==> config.mk <==
export PLATFORM = sky130hd
export DESIGN_NAME = ec_dec_symbol_search
export DESIGN_NICKNAME = d
export VERILOG_FILES = /design/src/rtl/ec_dec_symbol_search.sv
export SDC_FILE = /design/constraint.sdc
export NUM_CORES = 1
export LEC_CHECK = 0
export CAP_MARGIN = 20
export CORE_ASPECT_RATIO = 1.25
export CORE_MARGIN = 4
export CORE_UTILIZATION = 50
export DETAILED_ROUTE_END_ITERATION = 12
export MAX_ROUTING_LAYER = met4
export PLACE_DENSITY_LB_ADDON = 0.05
export SLEW_MARGIN = 15
export SYNTH_ARGS = -nofsm -noshare
export SYNTH_HDL_FRONTEND = slang
export SYNTH_SLANG_ARGS = --single-unit
==> constraint.sdc <==
create_clock -name clk -period 11 [get_ports clk]
set_clock_uncertainty 0.1 [all_clocks]
set_input_delay 1.65 -clock clk [delete_from_list [all_inputs] [get_ports clk]]
set_output_delay 1.65 -clock clk [all_outputs]
set_load 0.05 [all_outputs]
==> src/rtl/ec_dec_symbol_search.sv <==
// rtl/ec_dec_symbol_search.sv - AV1 decoder symbol search over a synchronous-read inverse-CDF table
module ec_dec_symbol_search #(
    parameter int RANGE_WIDTH    = 16,
    parameter int SYMBOL_WIDTH   = 4,
    parameter int CDF_ADDR_WIDTH = 4
) (
    input  logic                      clk,
    input  logic                      reset,
    input  logic                      in_valid,
    output logic                      in_ready,
    input  logic [RANGE_WIDTH-1:0]    RNG,
    input  logic [RANGE_WIDTH-1:0]    DIF,
    input  logic [SYMBOL_WIDTH:0]     NSYMS,
    input  logic                      BOOL,
    output logic [CDF_ADDR_WIDTH-1:0] CDF_ADDR,
    input  logic [RANGE_WIDTH-1:0]    CDF_DATA,
    output logic                      out_valid,
    input  logic                      out_ready,
    output logic [SYMBOL_WIDTH-1:0]   SYMBOL_OUT,
    output logic [RANGE_WIDTH-1:0]    RNG_OUT,
    output logic [RANGE_WIDTH-1:0]    DIF_OUT,
    output logic [$clog2(RANGE_WIDTH)-1:0] D_OUT
);
    localparam int VW = RANGE_WIDTH + 1;
    localparam int PW = 2 * RANGE_WIDTH - 14;
    localparam int KW = SYMBOL_WIDTH + 1;
    localparam int DW = $clog2(RANGE_WIDTH);

    localparam logic [1:0] IDLE   = 2'd0;
    localparam logic [1:0] FETCH  = 2'd1;
    localparam logic [1:0] SEARCH = 2'd2;
    localparam logic [1:0] DONE   = 2'd3;

    logic [1:0]             state;
    logic [RANGE_WIDTH-1:0] r, c, u;
    logic [KW-1:0]          n, k, idx, n_next;
    logic [PW-1:0]          prod;
    logic [VW-1:0]          v;
    logic                   cont;
    logic [RANGE_WIDTH-1:0] rs, rs_norm, dif_sub;
    logic [DW-1:0]          d;

    assign in_ready  = (state == IDLE) && !reset;
    assign out_valid = (state == DONE);
    // k runs one ahead of the entry being compared so the next read is already in flight
    assign CDF_ADDR  = (state == SEARCH) ? CDF_ADDR_WIDTH'(k) : '0;

    always_comb begin
        idx     = k - KW'(1);
        prod    = PW'(r >> 8) * PW'(CDF_DATA >> 6);
        v       = VW'(prod >> 1) + VW'({n - idx, 2'b00});
        cont    = ({1'b0, c} < v) && (idx < n);
        rs      = u - v[RANGE_WIDTH-1:0];
        dif_sub = c - v[RANGE_WIDTH-1:0];
        d       = '0;
        for (int i = 0; i < RANGE_WIDTH; i++) begin
            if (rs[i]) d = DW'(RANGE_WIDTH - 1 - i);
        end
        rs_norm = rs << d;
        if (BOOL)
            n_next = KW'(1);
        else if (NSYMS < KW'(2))
            n_next = KW'(1);
        else
            n_next = NSYMS - KW'(1);
    end

    always_ff @(posedge clk) begin
        if (reset) begin
            state      <= IDLE;
            r          <= '0;
            c          <= '0;
            u          <= '0;
            n          <= '0;
            k          <= '0;
            SYMBOL_OUT <= '0;
            RNG_OUT    <= '0;
            DIF_OUT    <= '0;
            D_OUT      <= '0;
        end else begin
            case (state)
                IDLE: begin
                    if (in_valid) begin
                        r     <= RNG;
                        c     <= DIF;
                        u     <= RNG;
                        n     <= n_next;
                        k     <= '0;
                        state <= FETCH;
                    end
                end
                FETCH: begin
                    k     <= KW'(1);
                    state <= SEARCH;
                end
                SEARCH: begin
                    if (cont) begin
                        u <= v[RANGE_WIDTH-1:0];
                        k <= k + KW'(1);
                    end else begin
                        SYMBOL_OUT <= idx[SYMBOL_WIDTH-1:0];
                        RNG_OUT    <= rs_norm;
                        DIF_OUT    <= dif_sub;
                        D_OUT      <= d;
                        state      <= DONE;
                    end
                end
                DONE: begin
                    if (out_ready) state <= IDLE;
                end
                default: state <= IDLE;
            endcase
        end
    end
endmodule

After elaboration in Yosys (flattened, before gate mapping)
Index checks and enable logic that the tools add are counted.
- output and inout port bits: 46
- word-level logic and storage cells: 70
- input port bits: 58
- register bits after elaboration: 100
- mux-type cells: 29
- equality and inequality tests: 7
- reductions and logical operators: 11
- multiply operators: 1
- add/sub/neg operators: 7
- order comparisons: 3
- bitwise gates (word level): 1
- shifts and indexed selects: 1
- operators with widths (cell ; count):
    4-bit two-way mux ; 17
    16-bit two-way mux ; 2
    16-bit one-hot mux with 2 select lines ; 1
    16-bit subtractor ; 2
    5-bit two-way mux ; 4
    8-bit by 10-bit multiplier with 18-bit output ; 1
    17-bit by 7-bit adder with 17-bit output ; 1
    16-bit by 17-bit < comparator with 1-bit output ; 1
    16-bit by 4-bit left shift with 16-bit output ; 1
    5-bit one-hot mux with 3 select lines ; 1
    5-bit by 1-bit subtractor with 5-bit output, second input constant ; 2
    3-bit AND reduction ; 3
    2-bit one-hot mux with 4 select lines ; 1
    2-bit two-way mux ; 3
    2-bit inequality test, second input constant ; 3
    5-bit by 1-bit adder with 5-bit output, second input constant ; 1
    5-bit by 2-bit < comparator with 1-bit output, second input constant ; 1
    5-bit < comparator ; 1
    5-bit subtractor ; 1
    2-bit equality test, second input constant ; 2
    2-bit AND reduction ; 2
    3-bit nonzero test ; 1
    2-bit by 1-bit equality test with 1-bit output, second input constant ; 1
    1-bit logical AND ; 2
    5 further kinds ; 5

Logic depth before layout (Yosys ltp)
- depth after elaboration: 21
- mapped depth: 35
- depth with buffers taken out: 31

Worst setup path after synthesis
OpenSTA, ideal clock, no wires.
- path kind: input port to flip-flop
- start: in CDF_DATA[6]
- end: reg RNG_OUT[14]
- buffers on the path: 2
- stages: 29
- required time: 10821 ps
- arrival: 9037 ps
- setup slack: 1784 ps
- library setup time: 79 ps
- cells stage by stage: nand2_1 -> fa_1 -> fa_1 -> inv_1 -> fa_1 -> inv_1 -> fa_1 -> inv_1 -> ha_1 -> a21o_1 -> buf_4 -> a2111oi_0 -> nor3_1 -> or2_2 -> xnor2_1 -> ha_1 -> clkbuf_1 -> a21o_1 -> a21oi_1 -> nor2b_1 -> a311oi_1 -> o21ai_4 -> a221o_1 -> nor3_1 -> xnor2_1 -> a21oi_1 -> a222oi_1 -> mux2i_1 -> o211ai_1
- longest elaborated chain between the ends: 20
- elaborated cells between the ends (all ways): 24
- those cells by class: add/sub: 2; mul: 1; order compare: 1; shift: 1; mux: 16; bitwise: 1; reduce/logical: 2
- ends and longest elaborated chain (element ; RTL line ; source):
    from (decl) ; 16 ; input logic [RANGE_WIDTH-1:0] CDF_DATA,
    8-bit by 10-bit multiplier with 18-bit output * ; 50 ; prod = PW'(r >> 8) * PW'(CDF_DATA >> 6);
    17-bit by 7-bit adder with 17-bit output * ; 51 ; v = VW'(prod >> 1) + VW'({n - idx, 2'b00});
    16-bit subtractor ; 53 ; rs = u - v[RANGE_WIDTH-1:0];
    4-bit two-way mux (16 in series) ; 57 ; if (rs[i]) d = DW'(RANGE_WIDTH - 1 - i);
    16-bit by 4-bit left shift with 16-bit output ; 59 ; rs_norm = rs << d;
    to (signal assigned) ; 102 ; RNG_OUT <= rs_norm;
    to (decl) ; 20 ; output logic [RANGE_WIDTH-1:0] RNG_OUT,
Every way passes the cells marked *; elsewhere a longest branch is shown, timed or not.
A chain may end at the register's enable or synchronous reset.

Worst setup path in the final report
- start: in CDF_DATA[7]
- end: reg RNG_OUT[9]
Same word-level chain as after synthesis.

==> impl_metrics.prom <==
# TYPE chip_impl_metric gauge
chip_impl_metric{name="cts-buffers-inserted",unit=""} 9
chip_impl_metric{name="synthesis.area",unit="µm²"} 9647
chip_impl_metric{name="hpwl",unit="mm"} 20.99
chip_impl_metric{name="cts-resized-gates",unit=""} 0
chip_impl_info{name="synth_commonest_cells",value="125 x sky130_fd_sc_hd__nand2_1, 101 x sky130_fd_sc_hd__inv_1, 98 x sky130_fd_sc_hd__nor2_1"} 1
chip_impl_metric{name="num_antenna_cells",unit=""} 0
chip_impl_metric{name="fill_cells",unit=""} 1741
chip_impl_metric{name="setup_viol",unit=""} 0
chip_impl_metric{name="drcViolationCount",unit=""} 0
chip_impl_metric{name="initial_antenna_violation_count",unit=""} 0
chip_impl_metric{name="fin_crit",unit="ns"} 10.37
chip_impl_metric{name="ys_async_sr_fraction",unit="%"} 0
chip_impl_metric{name="period_share",unit="%"} 94.28
chip_impl_info{name="cp_common_cell",value="sky130_fd_sc_hd__fa_1"} 1
chip_impl_metric{name="ys_warn_count",unit=""} 0
chip_impl_metric{name="place_inst",unit=""} 1500
chip_impl_info{name="grt_setup_unrepaired",value="no"} 1
chip_impl_info{name="critPathCaptureType",value="flip-flop"} 1
chip_impl_metric{name="via_count_of_the_first_global_routing_pass",unit=""} 8862
chip_impl_info{name="status",value="complete, no violations"} 1
chip_impl_metric{name="post_route_setup_tns",unit="ns"} 0
chip_impl_metric{name="timing.reg2reg.worst_path_depth",unit=""} 31
chip_impl_info{name="setup.worst_path.class",value="primary input to flip-flop"} 1
chip_impl_metric{name="hold_path_cell_cnt",unit=""} 2
chip_impl_metric{name="fin_nets",unit=""} 1473
chip_impl_metric{name="critical_path.n_buffers_inverters",unit=""} 7
chip_impl_info{name="worstReg2RegStart",value="r[15]"} 1
chip_impl_metric{name="avgViaCountPerCell",unit=""} 5.787
chip_impl_metric{name="reg2reg_setup_slack",unit="ns"} 1.99
chip_impl_metric{name="routed_wl",unit="mm"} 26.14
chip_impl_metric{name="worst_skew_pair.late_latency",unit="ns"} 0.36
chip_impl_metric{name="die-height",unit="µm"} 163.3
chip_impl_info{name="timing.hold.worst.start",value="RNG_OUT[6]"} 1
chip_impl_metric{name="synth_enable_flop_cells",unit=""} 0
chip_impl_metric{name="slew_viol_final",unit=""} 0
chip_impl_info{name="cpMaxStageDelayCell",value="sky130_fd_sc_hd__a2111oi_0"} 1
chip_impl_info{name="hold_worst_path_end",value="RNG_OUT[6]"} 1
chip_impl_metric{name="globalRoute.totalOverflow",unit=""} 0
chip_impl_metric{name="max_cap_violations",unit=""} 0
chip_impl_metric{name="top_level_ports",unit=""} 104
chip_impl_metric{name="synthDistinctLibCells",unit=""} 85
chip_impl_metric{name="postSynthAreaPerCell",unit="µm²"} 8.107
chip_impl_metric{name="post_cts_setup_repair_bufs",unit=""} 0
chip_impl_metric{name="detail_route.first_pass.iterations",unit=""} 5
chip_impl_info{name="r2r-end",value="RNG_OUT[9]"} 1
chip_impl_metric{name="floorplan.die_area",unit="µm²"} 21590
chip_impl_info{name="synth_largest_area_cell",value="sky130_fd_sc_hd__dfxtp_1"} 1
chip_impl_metric{name="place.gp.congestion",unit=""} 0.8977
chip_impl_metric{name="fp-row-count",unit=""} 56
chip_impl_metric{name="first_pass_grt_wire_length",unit="mm"} 44.35
chip_impl_info{name="postSynth.topFlopCell",value="sky130_fd_sc_hd__dfxtp_1"} 1
chip_impl_metric{name="slew-limit-headroom",unit="%"} 33.90
chip_impl_metric{name="cp.required",unit="ns"} 11.19
chip_impl_metric{name="final_cell_count_no_fill",unit=""} 1516
chip_impl_metric{name="syn_to_final_growth",unit="%"} 16.67
chip_impl_metric{name="hold_viol_final",unit=""} 0
chip_impl_metric{name="clk_path_buf_depth",unit=""} 2
chip_impl_metric{name="routed-via-count",unit=""} 8773
chip_impl_metric{name="total_number_of_h_tree_levels",unit=""} 3
chip_impl_metric{name="dieWidth",unit="µm"} 132.2
chip_impl_metric{name="drt-initial-drc-count",unit=""} 482
chip_impl_metric{name="synth_nets",unit=""} 1384
chip_impl_info{name="worstSetupStartpointType",value="primary input"} 1
chip_impl_metric{name="syn-instance-count",unit=""} 1190
chip_impl_metric{name="maxClockFrequency",unit="MHz"} 96.42
chip_impl_metric{name="drive_above_1_share",unit="%"} 6.153
chip_impl_info{name="tritoncts",value="built"} 1
chip_impl_metric{name="postSynthRegisterBits",unit=""} 92
chip_impl_metric{name="synth.yosys.seq_area_share",unit="%"} 19.09
chip_impl_info{name="min-delay-path-class",value="flip-flop to flip-flop"} 1
chip_impl_metric{name="core_region_area",unit="µm²"} 18850
chip_impl_metric{name="postRouteAntennaNets",unit=""} 0
chip_impl_metric{name="pin_count_of_the_biggest_net_entering_global_routing",unit=""} 48
chip_impl_metric{name="cts_hold_buffers",unit=""} 0
chip_impl_metric{name="gr-usage-all-layers",unit="%"} 25.70
chip_impl_metric{name="critical_path_peak_fanout",unit=""} 11
chip_impl_metric{name="cts.sink_count",unit=""} 92
chip_impl_metric{name="post-synth-top-area-fraction",unit="%"} 19.09
chip_impl_metric{name="worst_setup_hold_path_clk_slew",unit="ns"} 0.07
chip_impl_metric{name="initial_utilization",unit="%"} 51.18
chip_impl_metric{name="cpPeakStageDelay",unit="ns"} 0.90
chip_impl_metric{name="crit_arrival",unit="ns"} 10.56
chip_impl_info{name="synth.most_common_cell",value="sky130_fd_sc_hd__nand2_1"} 1
chip_impl_info{name="ys_top_cells_by_area",value="sky130_fd_sc_hd__dfxtp_1 19%, sky130_fd_sc_hd__ha_1 11%, sky130_fd_sc_hd__fa_1 11%"} 1
chip_impl_info{name="critical_path.top_delay_family",value="compound AO/OA/AOI/OAI gates"} 1
chip_impl_info{name="clockRootBuffer",value="sky130_fd_sc_hd__clkbuf_16"} 1
chip_impl_metric{name="port-buffer-count",unit=""} 97
chip_impl_metric{name="tightest_slew",unit="ns"} 0.9665
chip_impl_metric{name="routed_wl_per_cell",unit="µm"} 17.24
==> final cells by class <==
type | count | area (µm²) | share of cell area (%)
multi-input combinational | 947 | 7236 | 64.29
inverter | 101 | 379.1 | 3.369
sequential | 92 | 1842 | 16.36
clock buffer | 9 | 225.2 | 2.001
tap | 232 | 290.3 | 2.579
timing repair buffer | 128 | 1199 | 10.65
clock inverter | 7 | 83.83 | 0.7449
==> worst max path at each step <==
stage	start	endpoint	slack, ns	cells past startpoint
2_1_floorplan	CDF_DATA[6]	RNG_OUT[14]	1.78	29
3_3_place_gp	CDF_DATA[7]	RNG_OUT[6]	0.37	31
3_5_place_dp	CDF_DATA[7]	RNG_OUT[6]	0.43	31
4_1_cts	CDF_DATA[7]	RNG_OUT[9]	0.72	32
5_1_grt	CDF_DATA[7]	RNG_OUT[9]	0.20	32
6_report	CDF_DATA[7]	RNG_OUT[9]	0.63	32
==> metrics by stage <==
step           utilization, %  instance area (µm²)  worst slack [ns]  hold WS [ns]
2_1_floorplan               -                 9647             1.784        0.3351
3_3_place_gp            58.06                10940            0.3698        0.3276
3_5_place_dp            58.06                10940            0.4267        0.3299
4_1_cts                 59.70                11250            0.7245        0.3459
5_1_grt                 59.71                11250            0.2021        0.3761
6_report                59.71                11250            0.6290        0.3443
==> sequential cells by signal (all words and copies together), names as in the netlist <==
register    count
DIF_OUT        16
RNG_OUT        16
c              16
u              16
r               8
k               5
n               5
D_OUT           4
SYMBOL_OUT      4
state           2
==> logic make-up (layout without fill, tap and decap cells) <==
| logic type | after synthesis | count (layout) | share of synthesized area (%) |
|---|---|---|---|
| AOI/OAI and AO/OA | 296 | 296 | 21.93 |
| DFF | 92 | 92 | 19.09 |
| and+or+nand+nor | 417 | 417 | 21.39 |
| xor gates and xnor gates | 67 | 67 | 6.576 |
| muxes | 29 | 29 | 3.061 |
| adders and majority gates | 138 | 138 | 21.91 |
| buffers and inverters | 151 | 245 | 6.044 |
==> layout by cell type, fill, tap and decap left out, types with 6 or more instances in the layout <==
cell | Yosys | layout
sky130_fd_sc_hd__o21ai_0 | 33 | 33
sky130_fd_sc_hd__o21a_1 | 19 | 19
sky130_fd_sc_hd__a22oi_1 | 16 | 16
sky130_fd_sc_hd__nand3_1 | 13 | 13
sky130_fd_sc_hd__clkdlybuf4s50_1 | 0 | 96
sky130_fd_sc_hd__a211oi_1 | 16 | 16
sky130_fd_sc_hd__nor4_1 | 7 | 7
sky130_fd_sc_hd__or3_1 | 6 | 6
sky130_fd_sc_hd__nor3_1 | 19 | 19
sky130_fd_sc_hd__and2_1 | 78 | 78
sky130_fd_sc_hd__nor2_1 | 98 | 98
sky130_fd_sc_hd__mux2i_1 | 25 | 25
sky130_fd_sc_hd__fa_1 | 52 | 52
sky130_fd_sc_hd__ha_1 | 84 | 84
sky130_fd_sc_hd__and3_1 | 7 | 7
sky130_fd_sc_hd__o211ai_1 | 15 | 15
sky130_fd_sc_hd__xor2_1 | 24 | 24
sky130_fd_sc_hd__a21oi_1 | 86 | 86
sky130_fd_sc_hd__clkbuf_16 | 0 | 9
sky130_fd_sc_hd__xnor2_1 | 39 | 39
sky130_fd_sc_hd__nand2b_1 | 15 | 15
sky130_fd_sc_hd__dfxtp_1 | 92 | 92
sky130_fd_sc_hd__a21o_1 | 16 | 16
sky130_fd_sc_hd__nor2b_1 | 12 | 12
sky130_fd_sc_hd__buf_4 | 3 | 31
sky130_fd_sc_hd__inv_1 | 101 | 101
sky130_fd_sc_hd__nand2_1 | 125 | 124
sky130_fd_sc_hd__nand4_1 | 15 | 15
sky130_fd_sc_hd__a211o_1 | 6 | 6
==> worst reg2reg max path: cells and delay by family (launching register included) <==
family          cells  cell delay (ns)
fa+ha+maj           6             2.85
compound gates     10             2.95
xor+xnor            2             0.31
buf+inv             6             0.70
flops               1             0.55
simple gates        7             1.48
==> per-layer routing <==
layer  share of wire, %  up-vias  global-route usage, %
li1                   -     4355                      -
met1                 45     4176                  32.31
met2                 49      195                  43.25
met3                3.5       47                  2.803
met4                3.0        0                  9.121
met5                  0        -                      -
Power is not shown: default switching activity piles up to over one toggle a cycle in this logic, so the estimate is an artifact.
